File: config.mk
export PLATFORM = sky130hd
export DESIGN_NAME = prio_encoder_148_irq
export DESIGN_NICKNAME = d
export VERILOG_FILES = /design/src/rtl/prio_encoder_148_irq.sv
export SDC_FILE = /design/constraint.sdc
export NUM_CORES = 1
export LEC_CHECK = 0
export ABC_AREA = 1
export ABC_CLOCK_PERIOD_IN_PS = 1300
export BUFFER_PORTS_ARGS = -buffer_cell sky130_fd_sc_hd__buf_4
export CAP_MARGIN = 25
export CORE_ASPECT_RATIO = 1.2
export CORE_MARGIN = 8
export CORE_UTILIZATION = 46
export CTS_BUF_LIST = sky130_fd_sc_hd__clkbuf_4 sky130_fd_sc_hd__clkbuf_8
export DETAILED_ROUTE_END_ITERATION = 12
export PLACE_DENSITY = 0.71
export RECOVER_POWER = 50
export SLEW_MARGIN = 10
export SYNTH_ARGS = -nofsm -noshare
export SYNTH_HDL_FRONTEND = slang
export SYNTH_SLANG_ARGS = --single-unit
File: constraint.sdc
create_clock -name clk -period 1.3 [get_ports clk]
set_clock_uncertainty 0.1 [all_clocks]
set_input_delay 0.065 -clock clk [delete_from_list [all_inputs] [get_ports clk]]
set_output_delay 0.065 -clock clk [all_outputs]
set_load 0.01 [all_outputs]
File: src/rtl/prio_encoder_148_irq.sv
// 74LS148-style 8-to-3 priority encoder with synchronised edge capture and a valid/ack handshake.
// Each request line owns its synchroniser, pending bit and sticky overrun flag in one lane instance.
module prio_encoder_148_irq_lane #(
  parameter int SYNC_STAGES = 2
) (
  input  logic clk,
  input  logic rst,
  input  logic req,
  input  logic clr,
  input  logic clr_ovr,
  output logic pend,
  output logic ovr
);
  logic [SYNC_STAGES-1:0] sync_q, sync_d;
  logic req_d_q, req_d_d;
  logic pend_q, pend_d;
  logic ovr_q, ovr_d;
  logic rise;

  always_comb begin
    sync_d  = {sync_q[SYNC_STAGES-2:0], req};
    req_d_d = sync_q[SYNC_STAGES-1];
    rise    = sync_q[SYNC_STAGES-1] & ~req_d_q;
    // a same-cycle set beats the ack clear and is not an overrun
    pend_d  = rise ? 1'b1 : (clr ? 1'b0 : pend_q);
    ovr_d   = (rise & pend_q & ~clr) ? 1'b1 : (clr_ovr ? 1'b0 : ovr_q);
  end

  always_ff @(posedge clk or posedge rst) begin
    if (rst) begin
      sync_q  <= '0;
      req_d_q <= 1'b0;
      pend_q  <= 1'b0;
      ovr_q   <= 1'b0;
    end else begin
      sync_q  <= sync_d;
      req_d_q <= req_d_d;
      pend_q  <= pend_d;
      ovr_q   <= ovr_d;
    end
  end

  assign pend = pend_q;
  assign ovr  = ovr_q;
endmodule

module prio_encoder_148_irq #(
  parameter int SYNC_STAGES = 2
) (
  input  logic       clk,
  input  logic       rst,
  input  logic [7:0] I_n,
  input  logic       EI_n,
  input  logic       ack,
  input  logic       clr_ovr,
  output logic [2:0] code,
  output logic       valid,
  output logic       gs,
  output logic [7:0] pending,
  output logic [7:0] overrun
);
  localparam int NUM_LANES = 8;

  typedef enum logic {IDLE = 1'b0, HOLD = 1'b1} state_t;

  state_t               state_q, state_d;
  logic [2:0]           code_q, code_d;
  logic [2:0]           hi_idx;
  logic [NUM_LANES-1:0] clr_vec;
  logic                 ack_clr;

  assign ack_clr = (state_q == HOLD) & ack;

  for (genvar g = 0; g < NUM_LANES; g++) begin : g_lane
    assign clr_vec[g] = ack_clr & (code_q == 3'(g));
    prio_encoder_148_irq_lane #(.SYNC_STAGES(SYNC_STAGES)) u_lane (
      .clk     (clk),
      .rst     (rst),
      .req     (~I_n[g]),
      .clr     (clr_vec[g]),
      .clr_ovr (clr_ovr),
      .pend    (pending[g]),
      .ovr     (overrun[g])
    );
  end

  // ascending scan, so the highest set bit wins
  always_comb begin
    hi_idx = 3'd0;
    for (int i = 0; i < NUM_LANES; i++)
      if (pending[i]) hi_idx = 3'(i);
  end

  always_ff @(posedge clk or posedge rst) begin
    if (rst) begin
      state_q <= IDLE;
      code_q  <= 3'd0;
    end else begin
      state_q <= state_d;
      code_q  <= code_d;
    end
  end

  always_comb begin
    state_d = state_q;
    code_d  = code_q;
    case (state_q)
      IDLE: if (!EI_n && (pending != '0)) begin
        state_d = HOLD;
        code_d  = hi_idx;
      end
      HOLD: if (ack) state_d = IDLE;
      default: state_d = IDLE;
    endcase
  end

  always_comb begin
    valid = (state_q == HOLD);
    code  = code_q;
    gs    = |pending;
  end
endmodule
; ---- After elaboration in Yosys (flattened, before gate mapping)
; Index checks and enable logic that the tools add are counted.
[word_totals]
reg_bits = 44
elab_cells = 156
inputBits = 13
[op_classes]
bitwise = 58
eq_ne = 7
n_reduce_logical = 22
mux = 35
[ops]
columns = op, count
row1 = $and 1x1->1, 33
row2 = $reduce_bool 2->1, 16
row3 = $mux 1, 28
row4 = $not 1->1, 25
row5 = $eq 3x3->1 const B, 4
row6 = $mux 3, 4
row7 = $reduce_bool 8->1, 1
row8 = $reduce_or 8->1, 1
row9 = $eq 3x2->1 const B, 2
row10 = $mux 2, 2
row11 = $eq 3x1->1 const B, 1
row12 = $logic_not 3->1, 1
row13 = $pmux 1 s2, 1
row14 = $reduce_and 2->1, 1
row15 = $logic_and 1x1->1, 1
row16 = $logic_not 1->1, 1

; ---- Logic depth before layout (Yosys ltp)
[depth]
word_depth = 7
mapped_depth = 9

; ---- Hierarchy
; A second synthesis with hierarchy kept.
[unflattened]
hier_cells = 198
area_unflattened_um2 = 1744.2
[by_module_without_submodules]
columns = mod, cells_per_inst, area_per_inst_um2, seq_area_each_um2, instances
row1 = prio_encoder_148_irq_lane, 17, 173.9, 125.1, 8
row2 = prio_encoder_148_irq, 62, 352.8, 100.1, 1

; ---- Worst setup path before layout
; Ideal clock, no wire load.
[synth_path]
path_type = register to register
from = register g_lane[4].u_lane.pend_q
to = register state_q (netlist: valid)
period_less_slack_ns = 1.228
required_time_ns = 1.074
stages_incl_launch_ff = 6
setup_time_ns = 0.126
t_arrival_ns = 1.002
path_buffers = 0
slack_ns = 0.072
cell_sequence = dfrtp_1 > nor2_2 > nand3_2 > or2_4 > nand2_4 > o21ai_0
[synth_via]
elab_chain_cells = 4
[synth_rtl]
columns = element, line
row1 = "start, declared", 16  ; logic pend_q, pend_d;
row2 = "start signal, assigned", 38  ; pend_q <= pend_d;
row3 = $reduce_bool 8->1, 108  ; IDLE: if (!EI_n && (pending != '0)) begin
row4 = $logic_and 1x1->1, 108
row5 = $mux 1, 108
row6 = $pmux 1 s2, 107  ; case (state_q)
row7 = named net state_d, 66  ; state_t state_q, state_d;
row8 = "end signal, assigned", 99  ; state_q <= state_d;
row9 = "end, declared", 66
; The timed path passes the listed nets, and every way through them passes these cells.
; A chain may end at the register's enable or synchronous reset.

; ---- Final worst setup path
[layout_path]
from = register g_lane[4].u_lane.pend_q
to = output gs
[layout_via]
elab_chain_cells = 1
[layout_rtl]
columns = element, line
row1 = $reduce_or 8->1, 120  ; gs = |pending;
row2 = "end, declared", 58  ; output logic gs,
; No other way between the ends.

==> impl_metrics.py <==
metrics = {
    "routing": {
        "dr.pass1.iters": 4,
        "drt_iter0_markers": 49,
        "antenna_left": 0,
        "vias": 1169,
        "routed_wl_mm": 3.023,
        "drcViolationCount": 0,
        "viasPerCell": 4.445,
        "wl_per_cell_microns": 11.49,
    },
    "sta": {
        "layout_min_cycle_time_ns": 1.428,
        "rsz0062_at_grt": "true",
        "setup_slack_ns": -0.1281,
        "slew_violations": 0,
        "maxSlewHeadroom_pct": 62.59,
        "fmax_mhz": 700.2,
        "hold_viol": 0,
        "tns_ns": -0.3510,
        "fin_crit_sh_pct": 109.9,
        "setup_viol": 5,
        "worst_pin_slew_ns": 0.5612,
    },
    "power": {
        "ir_worst_vdd_mv": 0.7754,
        "power_density_nw_per_um2": 1394,
        "p_leak_nw": 1.180,
        "finalPower_mw": 3.056,
    },
    "placement": {
        "port_buffers": 33,
        "gp_congestion": 0.8340,
        "dpl.hpwl_mm": 2.127,
    },
    "critical_path": {
        "r2r-start": "g_lane[4].u_lane.pend$_DFFE_PP0P_",
        "r2r_end": "code[1]$_DFFE_PP0P_",
        "rr_worst_depth": 7,
        "slowest_delay_ns": 0.39,
        "start_kind": "flop",
        "worst_setup_path_end_kind": "primary output",
        "critPathSlowestCell": "dfrtp_1",
        "path_class": "reg2out",
        "crit_chain": "nor2_2 -> nand3_2 -> or2_4 -> buf_6",
        "critPathArrivalTime_ns": 1.26,
        "worstPathRequired_ns": 1.13,
        "cp_num_buf_inv": 1,
        "r2r_setup_slack_ns": -0.07,
        "cp_max_fo": 2,
        "critical_path.top_delay_family": "simple AND/OR/NAND/NOR gates",
    },
    "hold_path": {
        "hold_end": "g_lane[3].u_lane.sync_q[1]$_DFF_PP0_",
        "hold_class": "reg2reg",
        "whs_path_depth": 0,
        "min_from": "g_lane[3].u_lane.sync_q[0]$_DFF_PP0_",
    },
    "floorplan": {
        "die_w_microns": 71.73,
        "start_util_pct": 47.57,
        "die_h_microns": 82.87,
        "design.die.area_sq_um": 5944,
        "core-area_sq_um": 3603,
        "rows": 24,
        "io_pins": 34,
    },
    "clock_tree": {
        "clk_pin_slew_worst_paths_ns": 0.07,
        "cts_buffer_depth": 2,
        "insertion_delay_ns": 0.28,
        "ctsHtreeMaxLevel": 2,
        "cts_tree": "done",
        "clkSinkCount": 44,
        "numCtsBuffers": 5,
        "cts.root.buffer_cell": "clkbuf_8",
    },
    "layout": {
        "area_delta_synth_final_pct": 27.88,
        "area.sequential_sq_um": 1101,
        "fillers": 303,
        "n_antenna_cell": 0,
        "fin_nets": 236,
        "multi_input_area_sq_um": 332.8,
        "drive_above_1_share_pct": 26.34,
    },
    "logic_synthesis": {
        "syn_area_sq_um": 1714,
        "synth.avg_cell_area_sq_um": 9.630,
        "synth_fp_nets": 191,
        "synth.distinct_cells": 14,
        "ys.warnings.count": 0,
        "synthCells": 178,
        "ys_ff_latch": 44,
        "seq_area_frac_synth_pct": 64.23,
    },
    "status": {
        "violations": "setup timing",
        "outcome": "finished with violations",
    },
    "flow_run": {
        "max_cap_viol_count": 0,
    },
    "global_routing": {
        "track_usage_pct": 11.71,
        "globalRouteOverflowTotal": 0,
        "grt_pass1_wl_mm": 5.402,
        "antenna_found_initial": 0,
        "grt_pass1_vias": 1215,
        "grt_max_degree": 45,
    },
}
[placed cells by master (no fill, tap or decap), drive strengths merged]
cell type / synthesis / final
dfrtp: 44 / 44
inv: 44 / 43
nand2: 42 / 42
buf: 17 / 33
clkbuf: 0 / 18
nor2: 16 / 16
dlygate4sd3: 0 / 12
o22ai: 8 / 8
nand3: 3 / 3
o21ai: 2 / 2
or2: 1 / 1
o21a: 1 / 1
clkinv: 0 / 1
[worst max path at each step]
| stage | from | endpoint | slack [ns] | depth (start not counted) |
|---|---|---|---|---|
| after detailed placement | g_lane[4].u_lane.pend$_DFFE_PP0P_ | valid$_DFF_PP0_ | 0.06 | 5 |
| after floorplan | g_lane[4].u_lane.pend$_DFFE_PP0P_ | valid$_DFF_PP0_ | 0.07 | 5 |
| final | g_lane[4].u_lane.pend$_DFFE_PP0P_ | gs | -0.13 | 4 |
| after global placement | g_lane[4].u_lane.pend$_DFFE_PP0P_ | valid$_DFF_PP0_ | 0.10 | 5 |
| after global routing | g_lane[0].u_lane.pend$_DFFE_PP0P_ | gs | -0.21 | 4 |
| after CTS | g_lane[5].u_lane.pend$_DFFE_PP0P_ | gs | -0.13 | 4 |
[power breakdown]
part           switching (mW)  leakage [nW]  internal [mW]  total (mW)
clock network           0.404        0.0523          0.475       0.879
logic                   0.296         0.629          0.280       0.576
registers              0.0991         0.498           1.50        1.60
total                   0.800          1.18           2.26        3.06
[kinds of logic after synthesis]
kind of cell,Yosys count,share of synthesized area [%]
buf+inv,61,16.86
simple gates,62,14.96
compound gates,11,3.942
flops,44,64.23
[state kept, by name, indices dropped and copies added, names as in the netlist]
signal,count
valid,1
g_lane.u_lane.req_d_q,8
g_lane.u_lane.pend,8
g_lane.u_lane.sync_q,16
g_lane.u_lane.ovr,8
code,3
[through the flow]
step	utilization (%)	hold WS (ns)	instance area [sq um]	std cells	setup slack, ns
2_1_floorplan	-	0.02441	1714	178	0.07194
3_3_place_gp	53.75	0.02146	1937	238	0.1000
3_5_place_dp	53.75	0.02530	1937	238	0.05825
4_1_cts	60.94	0.2516	2196	263	-0.1336
5_1_grt	60.83	0.2559	2192	263	-0.2102
6_report	60.83	0.2495	2192	263	-0.1281
[Yosys cell counts, drive strengths merged]
master	number	area (sq um)
o21ai	2	10.01
or2	1	8.760
o22ai	8	50.05
o21a	1	7.510
nand2	42	165.2
buf	17	123.9
dfrtp	44	1101
nor2	16	62.56
inv	44	165.2
nand3	3	20.02
[worst register-to-register path: cells and delay by family, from the launching register on]
family | cells | cell delay, ns
simple gates | 4 | 0.33
buf+inv | 2 | 0.27
flops | 1 | 0.39
compound gates | 1 | 0.19
[what timing repair did]
action	CTS	global route
gates resized for setup	2	4
endpoints found under the setup margin	1	8
endpoints found under the hold margin	61	0
buffers inserted	5	0
hold buffers	12	0
pin swaps	5	4
gates cloned	0	0
[routing by layer]
metal	up-vias	GRT usage (%)	wire length (microns)
li1	590	-	-
met1	551	12.29	1198
met2	26	19.77	1621
met3	2	4.567	181
met4	0	5.587	21
met5	-	0	0
[cell type report]
cell class / count / area share, %
Sequential cell: 44 / 50.23
Timing Repair Buffer: 55 / 20.38
Multi-Input combinational cell: 73 / 15.18
Inverter: 44 / 7.534
Clock buffer: 8 / 4.452
Tap cell: 39 / 2.226
Power figures use the tool's default switching activity.
